$ cat config.mk
export PLATFORM = sky130hd
export DESIGN_NAME = div_unit
export DESIGN_NICKNAME = d
export VERILOG_FILES = /design/src/rtl/div_unit.sv
export SDC_FILE = /design/constraint.sdc
export NUM_CORES = 1
export LEC_CHECK = 0
export ABC_CLOCK_PERIOD_IN_PS = 14000
export CAP_MARGIN = 20
export CORE_MARGIN = 3
export CORE_UTILIZATION = 64
export CTS_CLUSTER_DIAMETER = 200
export DETAILED_ROUTE_END_ITERATION = 6
export PLACE_DENSITY = 0.95
export SETUP_SLACK_MARGIN = 0.02
export SYNTH_ARGS = -nofsm -noshare
export SYNTH_HDL_FRONTEND = slang
export SYNTH_SLANG_ARGS = --single-unit
$ cat constraint.sdc
create_clock -name clk -period 14 [get_ports clk]
set_clock_uncertainty 0.1 [all_clocks]
set_input_delay 2.8 -clock clk [delete_from_list [all_inputs] [get_ports clk]]
set_output_delay 2.8 -clock clk [all_outputs]
set_load 0.02 [all_outputs]
$ cat src/rtl/div_unit.sv
// div_unit: iterative radix-2 restoring divider for DIV.W/MOD.W/DIV.WU/MOD.WU.
// Works on magnitudes, with the sign fix-up applied on the last iteration.
module div_unit #(
  parameter int WIDTH = 32,
  parameter int CNT_W = 5
) (
  input  logic             clk,
  input  logic             resetn,
  input  logic             flush,
  input  logic             in_valid,
  output logic             in_ready,
  input  logic [1:0]       op,
  input  logic [WIDTH-1:0] src1,
  input  logic [WIDTH-1:0] src2,
  output logic             out_valid,
  input  logic             out_ready,
  output logic [WIDTH-1:0] result
);
  typedef enum logic [1:0] {IDLE, BUSY, DONE} state_e;
  state_e state_q, state_d;
  logic [CNT_W-1:0] cnt_q;
  logic [WIDTH-1:0] dvd_q, dvs_q, rem_q, res_q;
  logic             mod_q, negq_q, negr_q, dz_q;
  logic             accept, sgn, ge, last;
  logic [WIDTH:0]   r_sh;
  logic [WIDTH-1:0] r_nx, q_nx, quo, rmd, abs1, abs2;
  assign accept = in_valid & in_ready & ~flush;
  assign sgn    = ~op[1];
  assign abs1   = (sgn & src1[WIDTH-1]) ? -src1 : src1;
  assign abs2   = (sgn & src2[WIDTH-1]) ? -src2 : src2;
  // dvd_q shifts out dividend bits at the top while quotient bits enter at the bottom
  assign r_sh = {rem_q, dvd_q[WIDTH-1]};
  assign ge   = r_sh >= {1'b0, dvs_q};
  assign r_nx = ge ? WIDTH'(r_sh - {1'b0, dvs_q}) : r_sh[WIDTH-1:0];
  assign q_nx = {dvd_q[WIDTH-2:0], ge};
  assign last = cnt_q == CNT_W'(WIDTH - 1);
  // divide by zero: all-ones quotient; the remainder naturally comes back as src1
  assign quo = dz_q ? '1 : (negq_q ? -q_nx : q_nx);
  assign rmd = negr_q ? -r_nx : r_nx;
  always_ff @(posedge clk) begin
    if (!resetn) state_q <= IDLE;
    else state_q <= state_d;
  end
  always_comb begin
    state_d = state_q;
    if (flush) state_d = IDLE;
    else if (state_q == IDLE && in_valid) state_d = BUSY;
    else if (state_q == BUSY && last) state_d = DONE;
    else if (state_q == DONE && out_ready) state_d = IDLE;
  end
  always_comb begin
    in_ready  = state_q == IDLE;
    out_valid = state_q == DONE;
    result    = res_q;
  end
  always_ff @(posedge clk) begin
    if (!resetn) begin
      cnt_q  <= '0;
      dvd_q  <= '0;
      dvs_q  <= '0;
      rem_q  <= '0;
      res_q  <= '0;
      mod_q  <= 1'b0;
      negq_q <= 1'b0;
      negr_q <= 1'b0;
      dz_q   <= 1'b0;
    end else if (accept) begin
      cnt_q  <= '0;
      dvd_q  <= abs1;
      dvs_q  <= abs2;
      rem_q  <= '0;
      mod_q  <= op[0];
      negq_q <= sgn & (src1[WIDTH-1] ^ src2[WIDTH-1]);
      negr_q <= sgn & src1[WIDTH-1];
      dz_q   <= src2 == '0;
    end else if (state_q == BUSY && !flush) begin
      cnt_q <= cnt_q + 1'b1;
      dvd_q <= q_nx;
      rem_q <= r_nx;
      if (last) res_q <= mod_q ? rmd : quo;
    end
  end
endmodule

==> impl_metrics.env, run 1 <==
export IMPL_cts_repair_resized=0
export IMPL_via_count_of_the_first_global_routing_pass=10864
export IMPL_area_growth_synth_to_final_pct=14.3
export IMPL_antenna_diode_count=0
export IMPL_postSynthRegisterBits=139
export IMPL_detail_route_vias_per_cell=6.70
export IMPL_hpwl_mm=22.5
export IMPL_grt_ovfl_total=0
export IMPL_yosys_area_top_type_share_pct=25.1
export IMPL_tritoncts_num_buffers=17
export IMPL_grt_antenna_before_repair=0
export IMPL_placed_cells=1701
export IMPL_number_of_enable_flip_flop_cells_after_synthesis=0
export IMPL_hp_class="reg -> reg"
export IMPL_fin_crit_sh_pct=42.4
export IMPL_clock_insertion_delay_worst_skew_ps=440
export IMPL_run_status="finished, final reports clean"
export IMPL_groute_usage_overall_pct=33.9
export IMPL_cts_root_buffer_cell="clkbuf_16"
export IMPL_max_h_tree_level=4
export IMPL_critical_path_top_delay_family="simple AND/OR/NAND/NOR gates"
export IMPL_hold_viol=0
export IMPL_vdd_drop_max_uv=112
export IMPL_crit_path_max_fanout=4
export IMPL_grt_start_max_net_pins=94
export IMPL_drive_gt1_share_pct=5.55
export IMPL_boundaryPins=105
export IMPL_drt_wl_total_mm=32.2
export IMPL_slew_limit_headroom_pct=27.7
export IMPL_rows=47
export IMPL_max_clock_freq_ghz=0.168
export IMPL_cp_slowest_stage_delay_ps=600
export IMPL_worst_setup_path_end_kind="flop"
export IMPL_ys_types=89
export IMPL_critPathSlowestCell="or4_1"
export IMPL_routed_wire_length_per_instance_um=18.6
export IMPL_clockBufferDepth=2
export IMPL_syn_instance_count=1458
export IMPL_yosysSeqAreaShare_pct=25.1
export IMPL_final_antenna_net_count=0
export IMPL_wire_length_of_the_first_global_routing_pass_mm=52.1
export IMPL_most_common_cell_after_layout_fill_and_taps_aside="nand2_1"
export IMPL_timing_final_setup_violations=0
export IMPL_floorplan_initialDensity_pct=66.2
export IMPL_totalNegativeSetupSlack_ps=0
export IMPL_mappedNetlistNets=1568
export IMPL_die_outline_area_mm2=0.0189
export IMPL_most_frequent_cells_in_the_layout="nand2_1, dfxtp_1, nor2_1"
export IMPL_ys_flop_type="dfxtp_1"
export IMPL_synthesis_area_mm2=0.0111
export IMPL_cts_hold_fix_buffers=0
export IMPL_max_slew_violations=0
export IMPL_yosysTopAreaCell="dfxtp_1"
export IMPL_arrival_ps=6160
export IMPL_path_common_cell="or3_1"
export IMPL_core_region_mm2=0.0168
export IMPL_die_h_um=138
export IMPL_clock_tree_from_tritoncts="built"
export IMPL_port_buffers=104
export IMPL_synthesis_area_per_instance_um2=7.60
export IMPL_setup_worst_path_start_class="input port"
export IMPL_firstDrtPassIters=7
export IMPL_final_cell_count_no_fill=1734
export IMPL_path_cells="clkdlybuf4s50_1 -> or4_1 -> or3_1 -> or3_1 -> nor4_1 -> inv_1 -> nor2_1 -> and2_1 -> a21oi_1 -> xnor2_1 -> nand2_1 -> o211a_1"
export IMPL_timing_critical_path_required_ps=14220
export IMPL_ys_warn_count=0
export IMPL_die_width_um=138
export IMPL_total_leakage_power_nw=5.11
export IMPL_nets=1611
export IMPL_drt_initial_drc_count=1295
export IMPL_clk_pin_slew_worst_paths_ps=60
export IMPL_max_slew_worst_pin_slew_ps=1080
export IMPL_fin_crit_ps=5940
export IMPL_synth_area_top_cells="dfxtp_1, nand2_1, xnor2_1"
export IMPL_drc_errors=0
export IMPL_cts_num_sinks=139
export IMPL_post_cts_repair_setup_buffers=0
export IMPL_critical_path_class="in -> reg"
export IMPL_setup_repair_after_global_routing_missed_its_margin="no"
export IMPL_synth_async_reset_ratio_pct=0
export IMPL_vias=11612
export IMPL_cellPowerDensity_mw_per_mm2=105
export IMPL_globalplace_congestion=0.948
export IMPL_cap_violations=0
export IMPL_cp_buffers_inverters=2
## synthesized netlist by cell type, types with 22 or more instances
master / n
o211a_1: 51
nor2_1: 108
dfxtp_1: 139
nand3_1: 57
inv_1: 49
clkbuf_1: 69
ha_1: 38
xor2_1: 57
o21ai_0: 64
a211oi_1: 25
nor3_1: 41
or3_1: 22
a21oi_1: 105
xnor2_1: 68
nand2_1: 198
## layout make-up
class | instances | area, µm²
clock inverter | 14 | 138
fill | 1209 | 4090
clock buffer | 18 | 439
multi-input combinational | 1180 | 7740
tap | 220 | 275
inverter | 50 | 190
timing repair buffer | 113 | 1100
sequential | 139 | 2780
## worst min-delay path: cells and delay by family (launching register included)
family           cells  cell delay [ps]
AND/OR/NAND/NOR      1               40
flip-flops           1              310
AO/OA/AOI/OAI        1               60
## report_power, final
group | total [mW] | leakage, nW | internal, mW | switching (mW)
logic | 0.446 | 3.71 | 0.167 | 0.279
clock network | 0.449 | 0.277 | 0.253 | 0.196
registers | 0.432 | 1.13 | 0.412 | 0.0205
total | 1.33 | 5.11 | 0.831 | 0.496
## path summary, 6_finish.rpt
kind / slack, ps / to / from / cells after the start
setup / recovery: 8060 / dvs_q[30]$_SDFFE_PN0P_ / src2[8] / 12
hold / removal: 360 / result[5]$_SDFFE_PN0P_ / result[5]$_SDFFE_PN0P_ / 2
setup reg to reg: 8150 / result[28]$_SDFFE_PN0P_ / dvs_q[30]$_SDFFE_PN0P_ / 17
hold reg to reg: 360 / result[5]$_SDFFE_PN0P_ / result[5]$_SDFFE_PN0P_ / 2
## stage by stage
step	area [µm²]	power, mW	setup WS (ps)	util (%)	hold slack, ps
after floorplan	11100	0.765	8570	-	341
after global placement	12100	0.856	7790	72.1	348
after detailed placement	12100	0.868	7710	72.1	358
after CTS	12700	1.31	8140	75.6	366
after global routing	12700	1.38	7790	75.6	379
final	12700	1.33	8060	75.6	364
## cell families (layout without fill, tap and decap cells)
group	count (synthesis)	count (layout)	share of synthesized area, %
multiplexers	12	12	1.08
AND/OR/NAND/NOR	555	555	24.3
flip-flops	139	139	25.1
XOR/XNOR	125	125	9.87
buffers and inverters	139	195	5.13
adder cells (fa/ha/maj)	39	39	4.47
AO/OA/AOI/OAI	449	449	30.0
## flip-flops by register name, summed over array words and instances, names as in the netlist
signal and count:
dvs_q 32, dz_q 1, rem_q 32, dvd_q 32, state_q 2, negq_q 1, mod_q 1, negr_q 1
cnt_q 5, result 32
## layer usage
metal	vias to the layer above	GRT usage [%]	wire length (µm)
li1	5450	-	-
met1	5398	42.5	12700
met2	619	57.0	15500
met3	145	5.88	2690
met4	0	14.5	1370
met5	-	0	0
No activity file was read; power rests on OpenSTA's default activity.
==> inputs of run 2 (changes only) <==
--- a/config.mk
+++ b/config.mk
@@ -5,13 +5,13 @@
 export SDC_FILE = /design/constraint.sdc
 export NUM_CORES = 1
 export LEC_CHECK = 0
-export ABC_CLOCK_PERIOD_IN_PS = 14000
+export ABC_CLOCK_PERIOD_IN_PS = 5850
 export CAP_MARGIN = 20
 export CORE_MARGIN = 3
-export CORE_UTILIZATION = 64
+export CORE_UTILIZATION = 59
 export CTS_CLUSTER_DIAMETER = 200
 export DETAILED_ROUTE_END_ITERATION = 6
-export PLACE_DENSITY = 0.95
+export PLACE_DENSITY = 0.9
 export SETUP_SLACK_MARGIN = 0.02
 export SYNTH_ARGS = -nofsm -noshare
 export SYNTH_HDL_FRONTEND = slang
==> constraint.sdc (replaced) <==
create_clock -name clk -period 5.85 [get_ports clk]
set_clock_uncertainty 0.1 [all_clocks]
set_input_delay 1.17 -clock clk [delete_from_list [all_inputs] [get_ports clk]]
set_output_delay 1.17 -clock clk [all_outputs]
set_load 0.02 [all_outputs]
==> run 2 against run 1 <==
  * The run now ends with design-rule violations left
  * Global-route usage decreased by 2.4 points
  * Non-clock buffer count increased by 3
  * Critical path depth increased by 5
  * Combinational power increased by 140%
  * Via count decreased by 1.3%
  * Utilization decreased by 5.7 points
  * Cell count increased by 0.69%
  * Clock-buffer cell count unchanged
  * Clock power increased by 150%
  * Sequential cell count unchanged
  * Register-to-register slack got worse by 7700 ps
  * Critical endpoint is now result[28]$_SDFFE_PN0P_
  * Largest cell class unchanged
  * Largest power group unchanged
==> impl_metrics.env, run 2 (same netlist as run 1, synthesis figures left out) <==
export IMPL_run_status="finished, violations left"
export IMPL_failed_checks="design-rule violations"
export IMPL_hp_class="reg -> reg"
export IMPL_path_cells="inv_1 -> ha_1 -> o21ai_0 -> a21oi_1 -> o311ai_0 -> and4_1 -> nand2_8 -> o21ai_0 -> ha_1 -> nor3b_1 -> nor3b_1 -> nand4b_1 -> o31a_1 -> nor4_2 -> a31oi_1 -> xor2_1 -> a32o_1"
export IMPL_preCtsSetupSlack_ps=740
export IMPL_grt_antenna_before_repair=1
export IMPL_timing_critical_path_required_ps=6080
export IMPL_detail_route_vias_per_cell=6.56
export IMPL_clockBufferDepth=2
export IMPL_grt_ovfl_total=0
export IMPL_routed_wire_length_per_instance_um=18.6
export IMPL_most_common_cell_after_layout_fill_and_taps_aside="nand2_1"
export IMPL_power_total_mw=3.23
export IMPL_total_leakage_power_nw=5.15
export IMPL_timing_final_setup_violations=0
export IMPL_totalNegativeSetupSlack_ps=0
export IMPL_cts_repair_resized=0
export IMPL_antenna_diode_count=0
export IMPL_fin_crit_sh_pct=91.8
export IMPL_via_count_of_the_first_global_routing_pass=10611
export IMPL_worst_setup_path_end_kind="flop"
export IMPL_vias=11456
export IMPL_crit_path_max_fanout=23
export IMPL_tritoncts_num_buffers=17
export IMPL_port_buffers=104
export IMPL_boundaryPins=105
export IMPL_grt_start_max_net_pins=89
export IMPL_arrival_ps=5600
export IMPL_cts_hold_fix_buffers=0
export IMPL_globalplace_congestion=0.922
export IMPL_setup_worst_path_start_class="flop"
export IMPL_nets=1614
export IMPL_clk_pin_slew_worst_paths_ps=60
export IMPL_drive_gt1_share_pct=5.74
export IMPL_hold_worst_slack_ps=363
export IMPL_layout_filler_cells=1449
export IMPL_groute_usage_overall_pct=31.4
export IMPL_critPathSlowestCell="nor3b_1"
export IMPL_max_slew_violations=0
export IMPL_area_growth_synth_to_final_pct=14.8
export IMPL_cp_buffers_inverters=1
export IMPL_die_width_um=143
export IMPL_clock_tree_from_tritoncts="built"
export IMPL_floorplan_initialDensity_pct=60.9
export IMPL_cap_violations=0
export IMPL_post_cts_repair_setup_buffers=0
export IMPL_cp_slowest_stage_delay_ps=540
export IMPL_vdd_drop_max_uv=228
export IMPL_cellPowerDensity_mw_per_mm2=253
export IMPL_area_sequential_mm2=0.00278
export IMPL_cts_num_sinks=139
export IMPL_clock_insertion_delay_worst_skew_ps=440
export IMPL_most_frequent_cells_in_the_layout="nand2_1, dfxtp_1, nor2_1"
export IMPL_setup_repair_after_global_routing_missed_its_margin="no"
export IMPL_fin_crit_ps=5370
export IMPL_rows=49
export IMPL_drt_wl_total_mm=32.5
export IMPL_max_slew_worst_pin_slew_ps=1140
export IMPL_hold_viol=0
export IMPL_area_used_by_multi_input_combinational_logic_mm2=0.00774
export IMPL_final_antenna_net_count=0
export IMPL_drc_errors=4
export IMPL_max_h_tree_level=4
export IMPL_critical_path_top_delay_family="simple AND/OR/NAND/NOR gates"
export IMPL_firstDrtPassIters=7
export IMPL_critical_path_class="reg -> reg"
export IMPL_hpwl_mm=23.2
export IMPL_final_setup_worst_slack_ps=480
export IMPL_wire_length_of_the_first_global_routing_pass_mm=52.7
export IMPL_core_region_mm2=0.0182
export IMPL_die_outline_area_mm2=0.0205
export IMPL_cts_root_buffer_cell="clkbuf_16"
export IMPL_drt_initial_drc_count=1185
export IMPL_slew_limit_headroom_pct=23.9
export IMPL_max_clock_freq_ghz=0.186
export IMPL_die_h_um=143
run 2: cell count changes in the layout (fill, tap and decap cells not counted), sizes merged:
cell | previous run | this run
buf | 10 | 13
inv | 55 | 56
bufinv | 1 | 2
clkinvlp | 3 | 0
clkinv | 5 | 6
run 2: worst min-delay path: cells and delay by family (launching register included):
kind             cells  cell delay [ps]
AO/OA/AOI/OAI        1               60
flip-flops           1              310
AND/OR/NAND/NOR      1               40
run 2: power by group:
part           leakage (nW)  internal [mW]  switching [mW]
Clock                 0.298          0.649           0.467
Combinational          3.72          0.402           0.676
Sequential             1.13          0.985          0.0463
Total                  5.15           2.04            1.19
run 2: metal layers:
| metal | global-route usage, % | part of all wire (%) |
|---|---|---|
| met1 | 41.3 | 41 |
| met2 | 52.2 | 49 |
| met3 | 4.82 | 7.1 |
| met4 | 11.6 | 2.9 |
| met5 | 0 | 0.040 |
run 2: per-stage QoR:
| stage | utilization (%) | instances | area (µm²) |
|---|---|---|---|
| 6_report | 69.9 | 1746 | 12700 |
| 5_1_grt | 69.9 | 1746 | 12700 |
| 4_1_cts | 69.9 | 1745 | 12700 |
| 3_5_place_dp | 66.6 | 1713 | 12100 |
| 3_3_place_gp | 66.6 | 1713 | 12100 |
| 2_1_floorplan | - | 1458 | 11100 |
run 2: layout make-up:
| cell class | instances | share of cell area (%) |
|---|---|---|
| clock buffers | 18 | 3.45 |
| clock inverters | 14 | 1.26 |
| inverters | 50 | 1.49 |
| multi-input cells | 1180 | 60.8 |
| flip-flops and latches | 139 | 21.9 |
| well taps | 229 | 2.25 |
| repair buffers | 116 | 8.85 |
run 2: worst paths after layout:
path / startpoint / end / slack [ps] / cells past startpoint
worst max-delay path: dvs_q[27]$_SDFFE_PN0P_ / result[28]$_SDFFE_PN0P_ / 480 / 17
worst max register to register: dvs_q[27]$_SDFFE_PN0P_ / result[28]$_SDFFE_PN0P_ / 480 / 17
worst min register to register: result[9]$_SDFFE_PN0P_ / result[9]$_SDFFE_PN0P_ / 360 / 2
worst min-delay path: result[9]$_SDFFE_PN0P_ / result[9]$_SDFFE_PN0P_ / 360 / 2
